[config.mk]
export PLATFORM = sky130hd
export DESIGN_NAME = uart_tx_arbiter_flat
export DESIGN_NICKNAME = d
export VERILOG_FILES = /design/src/rtl/uart_tx_arbiter_if.sv /design/src/rtl/uart_tx_arbiter.sv /design/src/flat_wrapper.sv
export SDC_FILE = /design/constraint.sdc
export NUM_CORES = 1
export LEC_CHECK = 0
export ABC_AREA = 1
export BUFFER_PORTS_ARGS = -buffer_cell sky130_fd_sc_hd__clkbuf_2
export CAP_MARGIN = 20
export CORE_ASPECT_RATIO = 0.5
export CORE_MARGIN = 2
export CORE_UTILIZATION = 48
export CTS_CLUSTER_SIZE = 8
export DETAILED_ROUTE_END_ITERATION = 10
export PLACE_DENSITY = 0.81
export SYNTH_ARGS = -nofsm -noshare
export SYNTH_HDL_FRONTEND = slang
export SYNTH_SLANG_ARGS = --single-unit
[constraint.sdc]
create_clock -name clk -period 2.5 [get_ports clk]
set_clock_uncertainty 0.2 [all_clocks]
set_input_delay 0.375 -clock clk [delete_from_list [all_inputs] [get_ports clk]]
set_output_delay 0.375 -clock clk [all_outputs]
set_load 0.01 [all_outputs]
[src/rtl/uart_tx_arbiter_if.sv]
// Byte-producer handshake bundle for the shared uart_tx arbiter.
// Producers drive valid/data; the arbiter returns a one-hot ready.
interface uart_tx_arbiter_if #(
  parameter int N_REQ = 4
);
  logic [N_REQ-1:0]   req_valid;
  logic [8*N_REQ-1:0] req_data;
  logic [N_REQ-1:0]   req_ready;

  modport master (
    output req_valid,
    output req_data,
    input  req_ready
  );

  modport slave (
    input  req_valid,
    input  req_data,
    output req_ready
  );
endinterface

[src/rtl/uart_tx_arbiter.sv]
// Round-robin scheduler sharing one uart_tx serializer among N_REQ
// byte producers, spacing frames by FRAME_CYCLES + GUARD_CYCLES.
module uart_tx_arbiter #(
  parameter int N_REQ        = 4,
  parameter int FRAME_CYCLES = 10,
  parameter int GUARD_CYCLES = 0,
  parameter int ID_W         = $clog2(N_REQ)
) (
  input  logic             clk,
  input  logic             rst_n,
  input  logic             enable,
  uart_tx_arbiter_if.slave req,
  output logic             tx_start,
  output logic [7:0]       tx_data,
  output logic             busy,
  output logic [ID_W-1:0]  grant_id,
  output logic             frame_done
);

  localparam int SPACING = FRAME_CYCLES + GUARD_CYCLES;
  localparam int CNT_W   = $clog2(SPACING + 1);

  typedef enum logic [1:0] {
    HOLDOFF,
    IDLE,
    START,
    WAIT
  } state_t;

  state_t           state;
  state_t           state_nxt;
  logic [CNT_W-1:0] cnt;
  logic [CNT_W-1:0] cnt_nxt;
  logic [ID_W-1:0]  ptr;
  logic [ID_W-1:0]  win;
  logic [ID_W-1:0]  idx;
  logic             found;
  logic             grant;

  // First valid requester at or after the pointer, wrapping.
  always_comb begin
    win   = '0;
    idx   = '0;
    found = 1'b0;
    for (int k = 0; k < N_REQ; k++) begin
      idx = ID_W'((int'(ptr) + k) % N_REQ);
      if (!found && req.req_valid[idx]) begin
        found = 1'b1;
        win   = idx;
      end
    end
  end

  assign grant = (state == IDLE) && enable && found;

  always_ff @(posedge clk or negedge rst_n) begin
    if (!rst_n) begin
      state <= HOLDOFF;
      cnt   <= CNT_W'(SPACING);
    end else begin
      state <= state_nxt;
      cnt   <= cnt_nxt;
    end
  end

  always_comb begin
    state_nxt = state;
    cnt_nxt   = cnt;
    unique case (state)
      HOLDOFF: begin
        if (cnt <= CNT_W'(1)) state_nxt = IDLE;
        else cnt_nxt = cnt - CNT_W'(1);
      end
      IDLE: begin
        if (grant) state_nxt = START;
      end
      START: begin
        state_nxt = WAIT;
        cnt_nxt   = CNT_W'(SPACING - 2);
      end
      WAIT: begin
        if (cnt <= CNT_W'(1)) state_nxt = IDLE;
        else cnt_nxt = cnt - CNT_W'(1);
      end
      default: state_nxt = HOLDOFF;
    endcase
  end

  always_comb begin
    tx_start      = (state == START);
    busy          = (state != IDLE);
    frame_done    = (state == WAIT) && (cnt <= CNT_W'(1));
    req.req_ready = grant ? (N_REQ'(1) << win) : '0;
  end

  always_ff @(posedge clk or negedge rst_n) begin
    if (!rst_n) begin
      tx_data  <= 8'h00;
      grant_id <= '0;
      ptr      <= '0;
    end else if (grant) begin
      tx_data  <= req.req_data[{win, 3'b000} +: 8];
      grant_id <= win;
      if (win == ID_W'(N_REQ - 1)) ptr <= '0;
      else ptr <= win + ID_W'(1);
    end
  end

endmodule

[src/flat_wrapper.sv]
// flat-port wrapper written by rule: the top's interface ports become plain ports
module uart_tx_arbiter_flat 
#(
  parameter int N_REQ        = 4,
  parameter int FRAME_CYCLES = 10,
  parameter int GUARD_CYCLES = 0,
  parameter int ID_W         = $clog2(N_REQ)
)
  (clk, rst_n, enable, tx_start, tx_data, busy, grant_id, frame_done, req_req_valid, req_req_data, req_req_ready);
  uart_tx_arbiter_if #(.N_REQ(N_REQ)) req_i ();
  input  logic clk;
  input  logic rst_n;
  input  logic enable;
  output logic tx_start;
  output logic [7:0] tx_data;
  output logic busy;
  output logic [ID_W-1:0] grant_id;
  output logic frame_done;
  input wire logic [$bits(req_i.req_valid)-1:0] req_req_valid;
  input wire logic [$bits(req_i.req_data)-1:0] req_req_data;
  output wire logic [$bits(req_i.req_ready)-1:0] req_req_ready;
  assign req_i.req_valid = req_req_valid;
  assign req_i.req_data = req_req_data;
  assign req_req_ready = req_i.req_ready;
  uart_tx_arbiter #(.N_REQ(N_REQ), .FRAME_CYCLES(FRAME_CYCLES), .GUARD_CYCLES(GUARD_CYCLES), .ID_W(ID_W)) u_core (.clk(clk), .rst_n(rst_n), .enable(enable), .req(req_i), .tx_start(tx_start), .tx_data(tx_data), .busy(busy), .grant_id(grant_id), .frame_done(frame_done));
endmodule
; Word level (Yosys, flattened, before mapping)
; Cells that the tools add are included.
[word_totals]
ramBits = 0
romBits = 0
wordCells = 62
in_bits = 39
mem_count = 0
out_inout_bits = 17
latch_bits = 0
ff_bits = 18
[classes]
n_shift = 2
n_mux = 23
bitwise_logic = 0
eq_ne = 8
add_sub_neg = 5
multipliers = 0
order_cmp = 5
n_reduce_logical = 14
div = 0
[ops]
columns = operator, count
row1 = $shiftx A32 B6 Y8, 1
row2 = $mux W2, 7
row3 = $lt A2 B3 Y1 const B, 4
row4 = $bmux W1 S2, 4
row5 = $mux W1, 8
row6 = $mux W4, 2
row7 = $pmux W4 S2, 1
row8 = $eq A2 B2 Y1 const B, 3
row9 = $logic_and A1 B1 Y1, 6
row10 = $ne A2 B1 Y1 const B, 3
row11 = $pmux W2 S3, 1
row12 = $add A2 B1 Y2 const B, 2
row13 = $add A2 B2 Y2 const B, 2
row14 = $le A4 B1 Y1 const B, 1
row15 = $reduce_and A2 Y1, 2
row16 = $shl A1 B2 Y4 const A, 1
row17 = $sub A4 B1 Y4 const B, 1
row18 = $logic_not A1 Y1, 3
row19 = $eq A2 B1 Y1 const B, 1
row20 = $logic_not A2 Y1, 1
row21 = $ne A2 B2 Y1 const B, 1
row22 = $reduce_bool A2 Y1, 1
row23 = $reduce_or A2 Y1, 1

; Longest topological paths before layout
; Gate-level depths: netlist (run 1).
[depth]
word_depth = 15
depth_mapped = 15
mapped_depth_nobuf = 13

; Worst setup path after synthesis (run 1)
; No wires, ideal clock.
[synth_path]
path_kind = flip-flop to output port
startpoint = register u_core.ptr[0]
endpoint = output port req_req_ready[3]
required_time_ps = 1925
path_buffers = 2
slack_ps = 199
arrival_ps = 1726
stages_incl_launch_ff = 15
cell_sequence = dfrtp_1 > buf_6 > inv_6 > nand2_1 > nand3_1 > nand2_2 > inv_1 > nand2_1 > nand2_2 > nand3_4 > buf_6 > inv_2 > ha_1 > inv_1 > nor2_1
[synth_between]
elab_chain_len = 14
word_cells_on_any_way = 28
classes_between = 3 x add/sub / 1 x shift / 17 x mux / 7 x reduce/logical
[synth_lines]
columns = item, line
row1 = start: declaration, uart_tx_arbiter.sv:34  ; logic [ID_W-1:0] ptr;
row2 = start signal: assignment, uart_tx_arbiter.sv:105  ; else ptr <= win + ID_W'(1);
row3 = "parallel branches: the longest is 13 deep, another holds $add A2 B1 Y2", -
row4 = $mux W4 (*), uart_tx_arbiter.sv:93  ; req.req_ready = grant ? (N_REQ'(1) << win) : '0;
row5 = end: declaration, flat_wrapper.sv:21  ; output wire logic [$bits(req_i.req_ready)-1:0] req_req_ready;
; Every way passes the cells marked *. The select of a mux whose other input is x is not followed.

; Worst setup path after layout (run 1)
[layout_path]
startpoint = register u_core.ptr[0]
endpoint = output port req_req_ready[1]
; The elaborated chain is that of the path after synthesis.

==> flow_summary.yaml, run 1 <==
run_status:
  status: "finished, violations left"
  violations: "negative setup slack"
logic_synthesis:
  yosysWarnings: 0
  synth_edf_count: 0
  synth_top_flop_cell: "dfrtp_1"
  async_reset_ff_share_pct: 100
  netlist_area_mm2: 0.00142
  ys_seq_area_share_pct: 32.0
  syn_nets: 253
  synth_area_per_cell_um2: 6.80
  synth_cells: 208
  synth_cell_types: 25
  synth-seq-cells: 18
sta:
  maxSlewViolCount: 0
  hold_viol: 0
  hold_ws_ns: 0.250
  slew_headroom_pct: 68.5
  timing.fmax_ghz: 0.376
  grt_setup_unrepaired: "true"
  worst_pin_slew_ns: 0.472
  period_share_pct: 106
  finalSetupViolations: 4
  layout_setup_ws_ns: -0.159
  tns_ns: -0.338
  period_needed_ns: 2.66
drt:
  routedWlPerCell_um: 15.3
  dr.pass1.iters: 4
  met2_length_um: 2500
  wl_met3_um: 364
  viasPerCell: 5.64
  top_layer_used: "met4"
  drcViolationCount: 0
  ant_nets: 0
  route.vias.total: 1776
  drt_iter0_drc: 116
  wl_met1_um: 1800
  postRouteWirelength_um: 4820
global_routing:
  grt_max_degree: 19
  grt_pass1_vias: 1669
  antenna_found_initial: 0
  grt_use_total_pct: 26.8
  grt_pass1_wl_um: 7110
  grt-ovfl-total: 0
final_layout:
  area_growth_pct: 40.8
  antenna_cells: 0
  nets: 324
  drive_gt1_share_pct: 42.1
  fin_area_mm2: 0.00199
critical_path:
  end_kind: "primary output"
  r2r-start: "u_core.ptr[0]"
  critPathMaxFanout: 10
  critPathKind: "flop to primary output"
  worstPathRequired_ns: 1.92
  crit_arrival_ns: 2.08
  r2r_slack_ns: 0.30
  worstSetupStartpoint: "u_core.ptr[0]"
  startpoint_type: "flop"
  r2r-end: "u_core.tx_data[3]"
  reg2regPathDepth: 15
min_path:
  min-delay-start: "req_req_data[20]"
  hp-class: "input port to flop"
  hold_depth: 5
  whs_endpoint: "u_core.tx_data[4]"
floorplan:
  die_w_um: 80.8
  initial_core_util_pct: 52.4
  core_area_mm2: 0.00270
  rows: 13
  io_pins: 56
  die_area_mm2: 0.00342
  die_h_um: 42.4
clock_tree:
  insertion_delay_ns: 0.26
  clock_path_buffers: 2
  cts_root_buffer: "clkbuf_8"
  numCtsBuffers: 3
  cts_tree: "built"
  clkTransAtPathRegs_ns: 0.07
  clock-sinks: 18
  htree_levels: 1
place:
  place_hpwl_um: 2910
  place_area_mm2: 0.00175
  place.gp.congestion: 0.788
  dp_slack_ns: 0.0821
  port-buffer-count: 55
power_and_ir_drop:
  ir_worst_vdd_v: 0.000768
  total_power_mw: 3.53
  power_density_mw_per_mm2: 1770
  p_leak_nw: 1.09
job:
  cap_violations: 0
-- through the flow --
stage,std cells,utilization [%]
global route,315,73.8
finish,315,73.8
floorplan,208,-
global placement,301,64.9
CTS,313,71.4
detailed placement,301,64.9
-- how the worst max path moves through the flow --
| stage | endpoint |
|---|---|
| after floorplan | req_req_ready[3] |
| after global placement | req_req_ready[3] |
| after detailed placement | req_req_ready[3] |
| after CTS | req_req_ready[3] |
| after global routing | req_req_ready[1] |
| final | req_req_ready[1] |
-- placed cells by master (no fill, tap or decap), types with 3 or more instances in the layout --
master,Yosys,layout
nand2_1,75,65
clkbuf_2,0,53
nand3_1,31,26
nand4_1,16,16
buf_4,0,15
inv_1,17,14
dfrtp_1,16,14
nand2_2,3,12
nand3_2,2,6
o21ai_0,6,6
inv_2,4,5
nor2_1,8,5
ha_1,6,5
buf_6,2,4
nand3_4,2,3
clkbuf_8,0,3
-- repair_timing --
| action | 4_1_cts | 5_1_grt |
|---|---|---|
| hold buffers | 1 | 0 |
| endpoints found under the hold margin | 16 | 0 |
| endpoints found under the setup margin | 4 | 4 |
| setup buffers | 7 | 2 |
| pin swaps | 8 | 10 |
| gates resized for setup | 20 | 19 |
-- report_power, final --
group	internal (mW)	leakage [nW]	switching (mW)	total [mW]
Sequential	0.461	0.216	0.125	0.585
Combinational	1.07	0.856	1.67	2.74
Clock	0.113	0.0228	0.101	0.214
-- area by class of cell --
class | instances | area (µm²)
Clock buffer | 4 | 45.0
Fill cell | 212 | 707
Inverter | 22 | 92.6
Multi-Input combinational cell | 160 | 916
Sequential cell | 18 | 455
Tap cell | 37 | 46.3
Timing Repair Buffer | 74 | 438
-- routing by layer --
layer  vias to the layer above  GRT usage (%)
met5                         -              0
met4                         0           10.2
met3                        21           6.47
met2                        86           49.5
met1                       843           29.9
li1                        826              -
-- flip-flops by register name (all words and copies together), names as in the netlist --
register	cells
u_core.ptr	2
u_core.tx_data	8
u_core.grant_id	2
u_core.cnt	4
u_core.state	2
-- kinds of logic after synthesis --
family / Yosys count / synth area share [%]
AOI/OAI and AO/OA: 12 / 4.51
DFF: 18 / 32.0
buffers and inverters: 30 / 9.90
and+or+nand+nor: 141 / 47.7
xor gates and xnor gates: 1 / 0.619
adders and majority gates: 6 / 5.30
-- Yosys cell counts, types with 3 or more instances --
library cell | n | area share [%]
nand3_1 | 31 | 11
inv_1 | 17 | 4.5
nand4_1 | 16 | 7.1
inv_2 | 4 | 1.1
o21ai_0 | 6 | 2.1
buf_2 | 6 | 2.1
ha_1 | 6 | 5.3
nor2_1 | 8 | 2.1
nand2_1 | 75 | 20
nand2_2 | 3 | 1.3
dfrtp_1 | 16 | 28
-- critical path, cell delays in order, from the launching register on --
cell,delay [ns]
dfrtp_2,0.47
inv_6,0.12
nand2_1,0.08
nand2_2,0.12
nand2_2,0.08
nand2_2,0.11
nor2_4,0.06
nand3_2,0.09
nand3_4,0.11
buf_4,0.16
buf_4,0.12
nor2_1,0.13
clkbuf_2,0.16
(Power assumes the default switching activity.)
==> run 2: changes to the inputs <==
--- a/config.mk
+++ b/config.mk
@@ -5,7 +5,6 @@
 export SDC_FILE = /design/constraint.sdc
 export NUM_CORES = 1
 export LEC_CHECK = 0
-export ABC_AREA = 1
 export BUFFER_PORTS_ARGS = -buffer_cell sky130_fd_sc_hd__clkbuf_2
 export CAP_MARGIN = 20
 export CORE_ASPECT_RATIO = 0.5
@@ -13,7 +12,7 @@
 export CORE_UTILIZATION = 48
 export CTS_CLUSTER_SIZE = 8
 export DETAILED_ROUTE_END_ITERATION = 10
-export PLACE_DENSITY = 0.81
+export PLACE_DENSITY = 0.82
 export SYNTH_ARGS = -nofsm -noshare
 export SYNTH_HDL_FRONTEND = slang
 export SYNTH_SLANG_ARGS = --single-unit
==> constraint.sdc (replaced) <==
create_clock -name clk -period 2.5 [get_ports clk]
set_clock_uncertainty 0.2 [all_clocks]
set_input_delay 0.5 -clock clk [delete_from_list [all_inputs] [get_ports clk]]
set_output_delay 0.5 -clock clk [all_outputs]
set_load 0.01 [all_outputs]
==> run 2 against run 1 <==
Effect of this change:
- the run now ends clean
- sequential power about the same
- die area decreased by 4.4%
- synthesized cell count decreased by 33%
- synthesized area decreased by 4.7%
- critical path type unchanged
==> flow_summary.yaml, run 2 <==
clock_tree:
  clkTransAtPathRegs_ns: 0.07
  numCtsBuffers: 3
  insertion_delay_ns: 0.26
  clock-sinks: 18
  cts_root_buffer: "clkbuf_8"
  clock_path_buffers: 2
  cts_tree: "built"
  htree_levels: 1
logic_synthesis:
  synth_largest_area_cell: "dfrtp_1"
  async_reset_ff_share_pct: 100
  synth_cells: 139
  netlist_area_mm2: 0.00135
  synth_cell_types: 38
  synth_area_per_cell_um2: 9.70
  synth-seq-cells: 18
  synth.area.top_cells: "dfrtp_1 (30%), nor3b_1 (8.9%), a211oi_2 (7.4%)"
  synth_edf_count: 0
  ys_seq_area_share_pct: 33.6
  netlist.area_leader.share_pct: 29.7
  synth_common_cells: "dfrtp_1 (16), nand2_1 (16), nor3b_1 (16)"
  yosysWarnings: 0
  synth_top_flop_cell: "dfrtp_1"
  syn_nets: 184
sta:
  period_share_pct: 98.3
  timing.fmax_ghz: 0.407
  maxSlewViolCount: 0
  worst_pin_slew_ns: 0.482
  slew_headroom_pct: 67.6
  period_needed_ns: 2.46
  tns_ns: 0
  hold_viol: 0
  grt_setup_unrepaired: "true"
  finalSetupViolations: 0
  hold_ws_ns: 0.285
global_routing:
  grt_pass1_wl_um: 5270
  antenna_found_initial: 0
  use_met3_pct: 4.57
  grt-ovfl-total: 0
  globalRouteMet2Util_pct: 35.1
  grtUsageMet1_pct: 25.3
  grt_max_degree: 19
  grt_most_used_layer: "met2"
  grt_pass1_vias: 1222
  grt_use_total_pct: 20.0
critical_path:
  reg2regPathDepth: 8
  r2r_slack_ns: 0.42
  worstPathRequired_ns: 1.80
  worstSetupStartpoint: "u_core.ptr[0]"
  end_kind: "primary output"
  r2r-start: "u_core.state[1]"
  slowest_delay_ns: 0.43
  critPathMaxFanout: 4
  crit_arrival_ns: 1.76
  critPathKind: "flop to primary output"
  r2r-end: "u_core.state[1]"
  crit_path_cell_trace: "and2b_2 -> nor4_4 -> nor2_4 -> clkinv_4 -> ha_4 -> inv_2 -> nor2_1 -> buf_2"
  startpoint_type: "flop"
  crit_slowest_cell: "dfrtp_1"
final_layout:
  final_common_cell: "clkbuf_2"
  drive_gt1_share_pct: 50.2
  regMostFlops: "u_core.tx_data"
  nets: 249
  antenna_cells: 0
  fin_area_mm2: 0.00180
  layout_common_cells: "clkbuf_2 (54), nand2_1 (16), nor3b_1 (16), dfrtp_1 (15), buf_4 (12)"
  area_growth_pct: 33.7
  largest_reg_flops: 8
  final_cells: 240
  reg.largest.list: "u_core.tx_data: 8 flops, u_core.cnt: 4 flops"
power_and_ir_drop:
  internal_power_mw: 1.11
  p_seq_share_pct: 29.1
  power.switching_mw: 0.901
  combPwrFrac_pct: 58.9
  switching_share_pct: 44.8
  ir_worst_vdd_v: 0.000599
  power_density_mw_per_mm2: 1110
  p_leak_nw: 0.837
  clkPwrFrac_pct: 12.1
  total_power_mw: 2.01
drt:
  routedWlPerCell_um: 13.3
  ant_nets: 0
  drt_iter0_drc: 26
  drcViolationCount: 0
  dr.pass1.iters: 4
  postRouteWirelength_um: 3180
  viasPerCell: 5.35
  route.vias.total: 1284
floorplan:
  core_area_mm2: 0.00264
  die_h_um: 41.5
  initial_core_util_pct: 51.2
  die_area_mm2: 0.00328
  rows: 13
  die_w_um: 79.0
  io_pins: 56
run_status:
  status: "finished clean"
place:
  port-buffer-count: 55
  place_hpwl_um: 2550
  place.gp.congestion: 0.869
  place_area_mm2: 0.00171
  place_inst: 234
min_path:
  hold_depth: 2
  min-delay-start: "u_core.tx_data[5]"
  whs_endpoint: "u_core.tx_data[5]"
  hp-class: "flop to flop"
job:
  cap_violations: 0
[run 2: cell type report]
cell class / instances / area (µm²)
fill: 226 / 832
multi-input combinational: 102 / 826
sequential: 18 / 454
timing repair buffer: 68 / 375
clock buffer: 4 / 55.1
inverter: 11 / 46.3
tap: 37 / 46.3
[run 2: worst max-delay path by stage]
| stage | cells past startpoint | end |
|---|---|---|
| 3_5_place_dp | 9 | req_req_ready[3] |
| 2_1_floorplan | 8 | req_req_ready[3] |
| 6_report | 8 | req_req_ready[3] |
| 5_1_grt | 8 | req_req_ready[3] |
| 3_3_place_gp | 9 | req_req_ready[3] |
| 4_1_cts | 9 | req_req_ready[3] |
[run 2: critical path, delay by kind of cell, from the launching register on]
kind	cells	cell delay, ns
simple gates	4	0.73
flops	1	0.43
buf+inv	3	0.22
fa+ha+maj	1	0.11
[run 2: per-stage QoR]
step	setup WS [ns]	util, %
after floorplan	0.0987	-
after global placement	0.0125	64.8
after detailed placement	-0.105	64.8
after CTS	0.0114	67.5
after global routing	-0.0340	68.4
final	0.0425	68.4
[run 2: power groups by stage]
| stage | clock network [mW] | registers, mW | logic, mW |
|---|---|---|---|
| detailed placement | 0 | 0.584 | 1.16 |
| global route | 0.260 | 0.604 | 1.31 |
| CTS | 0.246 | 0.581 | 1.16 |
| global placement | 0 | 0.574 | 1.13 |
| floorplan | 0 | 0.590 | 0.818 |
| finish | 0.243 | 0.584 | 1.18 |
[run 2: metal layers]
metal	wire [µm]	share of wire (%)
met5	0	0
met2	1590	50
met1	1450	45
met3	117	3.7
met4	30	0.94
[run 2: logic make-up after synthesis]
kind of cell	after synthesis	share of synthesized area (%)
AOI/OAI and AO/OA	45	30.1
xor gates and xnor gates	2	1.30
adders and majority gates	6	5.57
buffers and inverters	19	7.33
DFF	18	33.6
muxes	1	0.835
and+or+nand+nor	48	21.3
[run 2: timing repair]
action | CTS | global route
setup buffers | 0 | 1
endpoints found under the setup margin | 1 | 3
gates resized for setup | 4 | 7
pin swaps | 0 | 3
endpoints found under the hold margin | 16 | 0
hold buffers | 1 | 0
